File: src/rtl/riscv_pkg.sv
// Shared definitions for the instruction-memory loader: loader state
// encoding and stream framing constants.
package riscv_pkg;

  typedef enum logic [2:0] {
    S_LEN0 = 3'd0,
    S_LEN1 = 3'd1,
    S_DATA = 3'd2,
    S_CSUM = 3'd3,
    S_DONE = 3'd4,
    S_ERR  = 3'd5
  } state_e;

  localparam int BYTES_PER_WORD = 4;
  localparam int LEN_WIDTH      = 16;

endpackage

File: src/rtl/imem_word_assembler.sv
// Packs a little-endian byte stream into instruction words. byte_last flags
// that the byte being offered now completes a word; word_valid pulses one
// cycle later with the finished word on 'word'.
module imem_word_assembler
  import riscv_pkg::*;
#(
  parameter int DATA_WIDTH = 32
) (
  input  logic                  clk,
  input  logic                  rst,
  input  logic                  byte_en,
  input  logic [7:0]            byte_data,
  output logic                  byte_last,
  output logic                  word_valid,
  output logic [DATA_WIDTH-1:0] word
);

  logic [1:0]            cnt_q, cnt_d;
  logic [DATA_WIDTH-1:0] word_q, word_d;
  logic                  valid_q, valid_d;

  assign byte_last = (cnt_q == 2'(BYTES_PER_WORD - 1));

  // Insert each byte into its lane; every lane is overwritten per word, so no clear is needed
  always_comb begin
    cnt_d   = cnt_q;
    word_d  = word_q;
    valid_d = 1'b0;
    if (byte_en) begin
      word_d[{cnt_q, 3'b000} +: 8] = byte_data;
      cnt_d   = cnt_q + 2'd1;
      valid_d = byte_last;
    end
  end

  // Lane counter, word register and completion strobe
  always_ff @(posedge clk) begin
    if (!rst) begin
      cnt_q   <= '0;
      word_q  <= '0;
      valid_q <= 1'b0;
    end else begin
      cnt_q   <= cnt_d;
      word_q  <= word_d;
      valid_q <= valid_d;
    end
  end

  assign word_valid = valid_q;
  assign word       = word_q;

endmodule

File: src/rtl/imem_loader.sv
// Program loader on the write side of the instruction memory. Takes a
// length-prefixed byte stream, writes words from address 0 upward and keeps
// the core in reset until the image is complete.
// Optional feature: define IMEM_LOADER_CHECKSUM_EN to require a trailing XOR
// checksum byte before the core is released.
//
// state  | meaning
// S_LEN0 | waiting for word count low byte
// S_LEN1 | waiting for word count high byte
// S_DATA | receiving image bytes
// S_CSUM | waiting for checksum byte (checksum builds only)
// S_DONE | image complete, core released
// S_ERR  | oversize image or bad checksum, core held in reset
module imem_loader
  import riscv_pkg::*;
#(
  parameter int DATA_WIDTH = 32,
  parameter int ADDR_WIDTH = 8
) (
  input  logic                  clk,
  input  logic                  rst,
  input  logic                  byte_valid,
  input  logic [7:0]            byte_data,
  output logic                  byte_ready,
  output logic                  imem_we,
  output logic [ADDR_WIDTH-1:0] imem_addr,
  output logic [DATA_WIDTH-1:0] imem_wdata,
  output logic                  core_rst_n,
  output logic                  load_done,
  output logic                  load_error
);

  localparam logic [LEN_WIDTH:0] MAX_WORDS = (LEN_WIDTH + 1)'(2 ** ADDR_WIDTH);

`ifdef IMEM_LOADER_CHECKSUM_EN
  localparam state_e S_AFTER = S_CSUM;
`else
  localparam state_e S_AFTER = S_DONE;
`endif

  state_e                 state_q, state_d;
  logic [7:0]             len_lo_q, len_lo_d;
  logic [LEN_WIDTH-1:0]   rem_q, rem_d;
  logic [ADDR_WIDTH-1:0]  addr_q, addr_d;
  logic                   byte_ready_q, byte_ready_d;
  logic                   core_rst_n_q, core_rst_n_d;
  logic                   load_done_q, load_done_d;
  logic                   load_error_q, load_error_d;
`ifdef IMEM_LOADER_CHECKSUM_EN
  logic [7:0]             csum_q, csum_d;
`endif

  logic                 xfer;
  logic                 asm_en;
  logic                 asm_last;
  logic [LEN_WIDTH-1:0] len_full;

  assign xfer     = byte_valid & byte_ready_q;
  assign asm_en   = xfer && (state_q == S_DATA);
  assign len_full = {byte_data, len_lo_q};

  imem_word_assembler #(
    .DATA_WIDTH(DATA_WIDTH)
  ) u_asm (
    .clk       (clk),
    .rst       (rst),
    .byte_en   (asm_en),
    .byte_data (byte_data),
    .byte_last (asm_last),
    .word_valid(imem_we),
    .word      (imem_wdata)
  );

  // Next-state, remaining-word down-counter, address and status decode
  always_comb begin
    state_d  = state_q;
    len_lo_d = len_lo_q;
    rem_d    = rem_q;
    addr_d   = imem_we ? addr_q + ADDR_WIDTH'(1) : addr_q;
`ifdef IMEM_LOADER_CHECKSUM_EN
    csum_d   = xfer ? (csum_q ^ byte_data) : csum_q;
`endif
    case (state_q)
      S_LEN0: begin
        if (xfer) begin
          len_lo_d = byte_data;
          state_d  = S_LEN1;
        end
      end
      S_LEN1: begin
        if (xfer) begin
          rem_d = len_full;
          if ({1'b0, len_full} > MAX_WORDS) state_d = S_ERR;
          else if (len_full == '0)          state_d = S_AFTER;
          else                              state_d = S_DATA;
        end
      end
      S_DATA: begin
        if (xfer && asm_last) begin
          rem_d = rem_q - LEN_WIDTH'(1);
          if (rem_q == LEN_WIDTH'(1)) state_d = S_AFTER;
        end
      end
`ifdef IMEM_LOADER_CHECKSUM_EN
      S_CSUM: begin
        if (xfer) state_d = (byte_data == csum_q) ? S_DONE : S_ERR;
      end
`endif
      default: ;
    endcase
    byte_ready_d = (state_d != S_DONE) && (state_d != S_ERR);
    // Status follows the state register, so it lags the final byte/write by one cycle
    load_done_d  = (state_q == S_DONE);
    core_rst_n_d = (state_q == S_DONE);
    load_error_d = (state_q == S_ERR);
  end

  // State and registered outputs; reset abandons any partial image
  always_ff @(posedge clk) begin
    if (!rst) begin
      state_q      <= S_LEN0;
      len_lo_q     <= '0;
      rem_q        <= '0;
      addr_q       <= '0;
      byte_ready_q <= 1'b0;
      core_rst_n_q <= 1'b0;
      load_done_q  <= 1'b0;
      load_error_q <= 1'b0;
`ifdef IMEM_LOADER_CHECKSUM_EN
      csum_q       <= '0;
`endif
    end else begin
      state_q      <= state_d;
      len_lo_q     <= len_lo_d;
      rem_q        <= rem_d;
      addr_q       <= addr_d;
      byte_ready_q <= byte_ready_d;
      core_rst_n_q <= core_rst_n_d;
      load_done_q  <= load_done_d;
      load_error_q <= load_error_d;
`ifdef IMEM_LOADER_CHECKSUM_EN
      csum_q       <= csum_d;
`endif
    end
  end

  assign byte_ready = byte_ready_q;
  assign imem_addr  = addr_q;
  assign core_rst_n = core_rst_n_q;
  assign load_done  = load_done_q;
  assign load_error = load_error_q;

endmodule

File: config.mk
export PLATFORM = sky130hd
export DESIGN_NAME = imem_loader
export DESIGN_NICKNAME = d
export VERILOG_FILES = /design/src/rtl/riscv_pkg.sv /design/src/rtl/imem_word_assembler.sv /design/src/rtl/imem_loader.sv
export SDC_FILE = /design/constraint.sdc
export NUM_CORES = 1
export LEC_CHECK = 0
export CAP_MARGIN = 15
export CELL_PAD_IN_SITES_DETAIL_PLACEMENT = 1
export CELL_PAD_IN_SITES_GLOBAL_PLACEMENT = 2
export CORE_UTILIZATION = 28
export DETAILED_ROUTE_END_ITERATION = 10
export PLACE_DENSITY_LB_ADDON = 0.1
export SYNTH_ARGS = -nofsm -noshare
export SYNTH_HDL_FRONTEND = slang
export SYNTH_SLANG_ARGS = --single-unit
export TNS_END_PERCENT = 30
File: constraint.sdc
create_clock -name clk -period 2 [get_ports clk]
set_input_delay 0.4 -clock clk [delete_from_list [all_inputs] [get_ports clk]]
set_output_delay 0.4 -clock clk [all_outputs]
set_load 0.05 [all_outputs]
After elaboration in Yosys (flattened, before gate mapping)
Cells that the tools add are included.

storage, ports and cells
  bits in latches = 0
  memories kept = 0
  output and inout port bits = 45
  RAM bits = 0
  word-level logic and storage cells = 48
  ROM bits = 0
  flip-flop bits (word level) = 73
  bits of input ports = 11

operators by class
  equal/unequal tests = 10
  order comparisons = 1
  div/mod/pow operators = 0
  shifts and indexed selects = 2
  reductions and logical operators = 9
  bitwise logic cells = 1
  $mul = 0
  $add $sub $neg = 4
  multiplexer cells = 11

operator list
  kind                                                                               count
  32-bit bitwise mux                                                                 1
  16-bit two-way mux                                                                 2
  16-bit case mux with 2 select lines                                                1
  8-bit by 7-bit variable shift with 32-bit output (first input constant)            1
  8-bit by 7-bit variable part select with 32-bit output                             1
  3-bit two-way mux                                                                  6
  16-bit by 1-bit == test with 1-bit output (second input constant)                  1
  16-bit by 9-bit greater-than comparator with 1-bit output (second input constant)  1
  16-bit zero test                                                                   1
  16-bit by 1-bit subtractor with 16-bit output (second input constant)              1
  3-bit case mux with 3 select lines                                                 1
  8-bit by 1-bit adder with 8-bit output (second input constant)                     1
  5-bit negator with 7-bit output                                                    1
  3-bit == test (second input constant)                                              2
  3-bit != test (second input constant)                                              2
  2-bit AND reduction                                                                2
  3-bit by 1-bit == test with 1-bit output (second input constant)                   1
  3-bit by 2-bit == test with 1-bit output (second input constant)                   1
  1-bit logical AND                                                                  3
  3-bit zero test                                                                    1
  3-bit AND reduction                                                                1
  2-bit by 1-bit adder with 2-bit output (second input constant)                     1
  2-bit == test (second input constant)                                              1
  2-bit by 1-bit != test with 1-bit output (second input constant)                   1
  other kinds (3)                                                                    3

Longest topological paths before layout
  word-level depth = 7
  depth in mapped cells = 8
  mapped depth without buffers = 6

Modules after synthesis
From an unflattened synthesis, not the netlist that was laid out.

unflattened totals
  cell total of the unflattened synthesis = 343
  area, all modules = 3383.2 um2

by module, submodules not included
  module               cells an instance  sequential area each (um2)  times used  area each (um2)
  imem_loader          235                760.7                       1           1996.9
  imem_word_assembler  108                700.7                       1           1386.3

Worst setup path before layout
Ideal clock, no wire load.

  path kind = register to register
  start = register state_q[0]
  end = register byte_ready_q, in the netlist byte_ready
  cell stages (with the launch flop) = 6
  data required time = 1884 ps
  setup time = 116 ps
  arrival time = 1944 ps
  path buffers = 1
  slack = -60 ps
  cell sequence = dfxtp_1 buf_6 or3b_4 or4_4 or4_4 o211a_1

on the way
  cells in the longest elaborated chain, start to end = 5
  elaborated cells between the ends (all ways) = 11
  classes of those cells = eq/ne: 4; mux: 5; reduce/logical: 2

RTL lines
  what                                  RTL line            text
  from (decl)                           imem_loader.sv:41   state_e state_q, state_d;
  from (signal assigned)                imem_loader.sv:133  state_q <= state_d;
  3-bit two-way mux                     imem_loader.sv:101  if (rem_q == LEN_WIDTH'(1)) state_d = S_AFTER;
  3-bit two-way mux                     imem_loader.sv:99   if (xfer && asm_last) begin
  3-bit case mux with 3 select lines *  imem_loader.sv:83   case (state_q)
  3-bit != test                         imem_loader.sv:111  byte_ready_d = (state_d != S_DONE) && (state_d != S_ERR);
  1-bit logical AND *                   imem_loader.sv:111
  to (signal assigned)                  imem_loader.sv:137  byte_ready_q <= byte_ready_d;
  to (decl)                             imem_loader.sv:45   logic byte_ready_q, byte_ready_d;

Every way passes the cells marked *; elsewhere a longest branch is shown, timed or not.
A chain may end at the register's enable or synchronous reset.

Worst setup path in the final report
Same ends and word-level chain as after synthesis.

==> impl_metrics.prom <==
# TYPE chip_impl_metric gauge
chip_impl_info{name="run_status",value="complete, but fails checks"} 1
chip_impl_info{name="failed_checks",value="design-rule violations"} 1
chip_impl_metric{name="nNetsFinal",unit=""} 527
chip_impl_info{name="critical_path.startpoint_type",value="flip-flop"} 1
chip_impl_metric{name="finalCritPeriodShare",unit="%"} 99.0
chip_impl_metric{name="start_util",unit="%"} 29.2
chip_impl_metric{name="critPathMaxFanout",unit=""} 3
chip_impl_metric{name="first_global_vias",unit=""} 3587
chip_impl_info{name="postSynth.topFlopCell",value="sky130_fd_sc_hd__dfxtp_1"} 1
chip_impl_metric{name="synth_cell_types",unit=""} 53
chip_impl_metric{name="p_total",unit="mW"} 3.70
chip_impl_metric{name="chip_height",unit="µm"} 112
chip_impl_metric{name="post-dp-hpwl",unit="mm"} 7.93
chip_impl_metric{name="fp.dieW",unit="µm"} 112
chip_impl_metric{name="number_of_search_and_repair_iterations_in_the_first_detailed_routing_pass",unit=""} 7
chip_impl_metric{name="core.rowCount",unit=""} 39
chip_impl_metric{name="cts_hold_buffers",unit=""} 0
chip_impl_info{name="hp-class",value="flip-flop to flip-flop"} 1
chip_impl_metric{name="grt_max_degree",unit=""} 62
chip_impl_metric{name="rrSetupSlack",unit="ns"} 0.02
chip_impl_metric{name="synthesis.nets",unit=""} 439
chip_impl_metric{name="placed_cells",unit=""} 639
chip_impl_metric{name="insertion_delay",unit="ns"} 0.34
chip_impl_info{name="clock-root-buffer",value="sky130_fd_sc_hd__clkbuf_16"} 1
chip_impl_info{name="critical_path.startpoint",value="state_q[0]$_SDFF_PN0_"} 1
chip_impl_metric{name="final_cells",unit=""} 655
chip_impl_metric{name="worstRegToRegCells",unit=""} 4
chip_impl_metric{name="track_usage",unit="%"} 19.5
chip_impl_metric{name="timing.final.setup_violations",unit=""} 0
chip_impl_metric{name="cp_data_required_time",unit="ns"} 2.23
chip_impl_info{name="timing.setup.critical_path_class",value="flip-flop to flip-flop"} 1
chip_impl_metric{name="synthDominantCellAreaShare",unit="%"} 43.3
chip_impl_metric{name="htree_num_levels",unit=""} 3
chip_impl_metric{name="min_path_cells",unit=""} 2
chip_impl_metric{name="report.final.hold_viol_count",unit=""} 0
chip_impl_metric{name="clock-sinks",unit=""} 73
chip_impl_metric{name="synth-seq-cells",unit=""} 73
chip_impl_info{name="grt_setup_unrepaired",value="true"} 1
chip_impl_metric{name="globalRouteOverflowTotal",unit=""} 0
chip_impl_metric{name="remaining_drc_errors",unit=""} 2
chip_impl_metric{name="drv.max_cap_violation_count",unit=""} 0
chip_impl_metric{name="netlist_instances",unit=""} 419
chip_impl_metric{name="finalWeightedCongestion",unit=""} 0.735
chip_impl_metric{name="synthesis.area",unit="µm²"} 3370
chip_impl_metric{name="syn_avg_cell_area",unit="µm²"} 8.05
chip_impl_metric{name="top_achievable_clock_speed",unit="GHz"} 0.505
chip_impl_metric{name="synth-seq-area-share",unit="%"} 43.3
chip_impl_metric{name="num_vias",unit=""} 3340
chip_impl_metric{name="clock_path_buffers",unit=""} 2
chip_impl_metric{name="post_synth_edffs",unit=""} 0
chip_impl_info{name="r2r-start",value="state_q[0]$_SDFF_PN0_"} 1
chip_impl_metric{name="period_minus_slack",unit="ns"} 1.98
chip_impl_metric{name="layout.cell_area.non_filler",unit="µm²"} 4740
chip_impl_metric{name="worst_clk_skew",unit="ns"} 0.00702
chip_impl_info{name="synth_area_leaders",value="sky130_fd_sc_hd__dfxtp_1 (43%), sky130_fd_sc_hd__a21oi_1 (7.1%), sky130_fd_sc_hd__nand2_1 (6.6%)"} 1
chip_impl_metric{name="drtAntennaViolNets",unit=""} 0
chip_impl_metric{name="dpl-instance-area",unit="µm²"} 4370
chip_impl_info{name="synth_top_area_cell",value="sky130_fd_sc_hd__dfxtp_1"} 1
chip_impl_metric{name="io_pins",unit=""} 56
chip_impl_metric{name="drt-initial-drc-count",unit=""} 151
chip_impl_info{name="tritoncts",value="built"} 1
chip_impl_metric{name="vias_per_cell",unit=""} 5.10
chip_impl_metric{name="slew-limit-headroom",unit="%"} 65.6
chip_impl_metric{name="report.final.slew_viol_count",unit=""} 0
chip_impl_info{name="worst_hold_startpoint",value="u_asm.word[5]$_SDFFE_PN0P_"} 1
chip_impl_metric{name="power.density",unit="nW/µm²"} 782
chip_impl_metric{name="ir_worst_vdd",unit="mV"} 0.474
chip_impl_metric{name="final_layout_size_suffix_gt1_share",unit="%"} 14.5
chip_impl_metric{name="postSynth.asyncResetShare",unit="%"} 0
chip_impl_info{name="critical_path.reg2reg.endpoint",value="byte_ready$_SDFF_PN0_"} 1
chip_impl_metric{name="signed_area_change_from_the_synthesized_netlist_to_the_final_layout",unit="%"} 40.4
chip_impl_metric{name="leakagePower",unit="nW"} 1.91
chip_impl_metric{name="wl_per_cell",unit="µm"} 17.3
chip_impl_metric{name="number_of_antenna_violations_at_the_first_check_in_global_routing",unit=""} 0
chip_impl_metric{name="worst_pin_slew",unit="ns"} 0.514
chip_impl_metric{name="core_area",unit="µm²"} 11600
chip_impl_metric{name="first_pass_grt_wire_length",unit="mm"} 18.6
chip_impl_info{name="worst_setup_path_end_kind",value="flip-flop"} 1
chip_impl_metric{name="holdWs",unit="ns"} 0.455
chip_impl_metric{name="antenna-diode-count",unit=""} 0
chip_impl_metric{name="warning_count_from_the_yosys_run",unit=""} 0
chip_impl_metric{name="cts_inserted_buffers",unit=""} 9
chip_impl_metric{name="clk_pin_slew_worst_paths",unit="ns"} 0.06
chip_impl_metric{name="io_buffer_count",unit=""} 55
chip_impl_metric{name="drt_wl_total",unit="mm"} 11.3
chip_impl_metric{name="die_area",unit="µm²"} 12500
chip_impl_info{name="hold_path_end",value="u_asm.word[5]$_SDFFE_PN0P_"} 1
chip_impl_metric{name="critPathArrivalTime",unit="ns"} 2.21
==> per-layer routing <==
layer | wire (µm) | track usage (%)
met5 | 0 | 0
met4 | 191 | 6.94
met3 | 338 | 4.35
met2 | 5110 | 31.1
met1 | 5680 | 25.6
==> stage by stage <==
step                      util, %  setup TNS [ns]  worst slack, ns
after floorplan                 -         -0.0275          -0.0275
after global placement       37.8          -0.569           -0.281
after detailed placement     37.8          -0.909           -0.368
after CTS                    40.8               0           0.0116
after global routing         40.9         -0.0107          -0.0107
final                        40.9               0           0.0191
==> power breakdown <==
group	switching, mW	internal, mW	leakage [nW]
registers	0.0206	1.48	0.590
clock network	0.666	1.22	0.162
logic	0.191	0.131	1.16
==> logic make-up (layout without fill, tap and decap cells) <==
family	count (synthesis)	after routing	synth area share, %
AOI/OAI and AO/OA	94	94	17.1
xor gates and xnor gates	7	7	1.82
adders and majority gates	9	9	3.34
buffers and inverters	35	128	4.23
DFF	73	73	43.3
muxes	9	9	2.67
and+or+nand+nor	192	192	27.6
==> Yosys cell counts (all sizes together) (3+ instances only) <==
cell     n
nand2   59
o31a     3
nor2    40
a211oi   3
ha       9
nand3b   3
dfxtp   73
nand2b   4
xor2     5
o31ai    3
nor3    10
nand4    9
and3     5
mux2i    9
a21oi   49
inv      7
or3      6
nand3   37
nor4     5
or4      4
clkbuf  25
o311a    3
o21ai   13
==> layout by cell type (no fill, tap or decap), types with 6 or more instances in the layout <==
cell type	count
sky130_fd_sc_hd__ha_1	9
sky130_fd_sc_hd__nor3_1	10
sky130_fd_sc_hd__nand2_1	59
sky130_fd_sc_hd__o21ai_0	13
sky130_fd_sc_hd__nand4_1	9
sky130_fd_sc_hd__mux2i_1	9
sky130_fd_sc_hd__clkdlybuf4s50_1	46
sky130_fd_sc_hd__dlymetal6s2s_1	6
sky130_fd_sc_hd__a21oi_1	48
sky130_fd_sc_hd__buf_4	49
sky130_fd_sc_hd__clkbuf_16	9
sky130_fd_sc_hd__or3_1	6
sky130_fd_sc_hd__inv_1	7
sky130_fd_sc_hd__nor2_1	40
sky130_fd_sc_hd__nand3_1	37
sky130_fd_sc_hd__dfxtp_1	73
==> how the worst max path moves through the flow <==
stage,end,slack (ns),cells past startpoint
6_report,byte_ready$_SDFF_PN0_,0.02,4
5_1_grt,byte_ready$_SDFF_PN0_,-0.01,4
4_1_cts,byte_ready,0.01,1
3_5_place_dp,byte_ready$_SDFF_PN0_,-0.37,7
3_3_place_gp,byte_ready$_SDFF_PN0_,-0.28,7
2_1_floorplan,byte_ready$_SDFF_PN0_,-0.03,5
==> flip-flops by register name, indices dropped and copies added, names as in the netlist <==
register,count
byte_ready,1
imem_addr,8
len_lo_q,8
load_done,1
load_error,1
rem_q,16
state_q,3
u_asm.cnt_q,2
u_asm.word,32
u_asm.word_valid,1
==> critical path, stage by stage, from the launching register on <==
cell and delay (ns):
sky130_fd_sc_hd__dfxtp_1 0.32, sky130_fd_sc_hd__or3b_4 0.40, sky130_fd_sc_hd__or4_4 0.51, sky130_fd_sc_hd__or4_4 0.51, sky130_fd_sc_hd__o211a_1 0.14
==> timing repair <==
item / in CTS / in global routing
buffers inserted: 0 / 0
setup endpoints to repair: 4 / 7
gates resized for setup: 3 / 6
==> layout make-up <==
type | instances | area, µm²
clock inverter | 7 | 119
timing repair buffer | 104 | 941
multi-input combinational | 311 | 1780
fill | 1401 | 6830
sequential | 73 | 1460
tap | 143 | 179
inverter | 8 | 30.0
clock buffer | 9 | 225
Note: power is estimated with default switching activity, not from simulation.
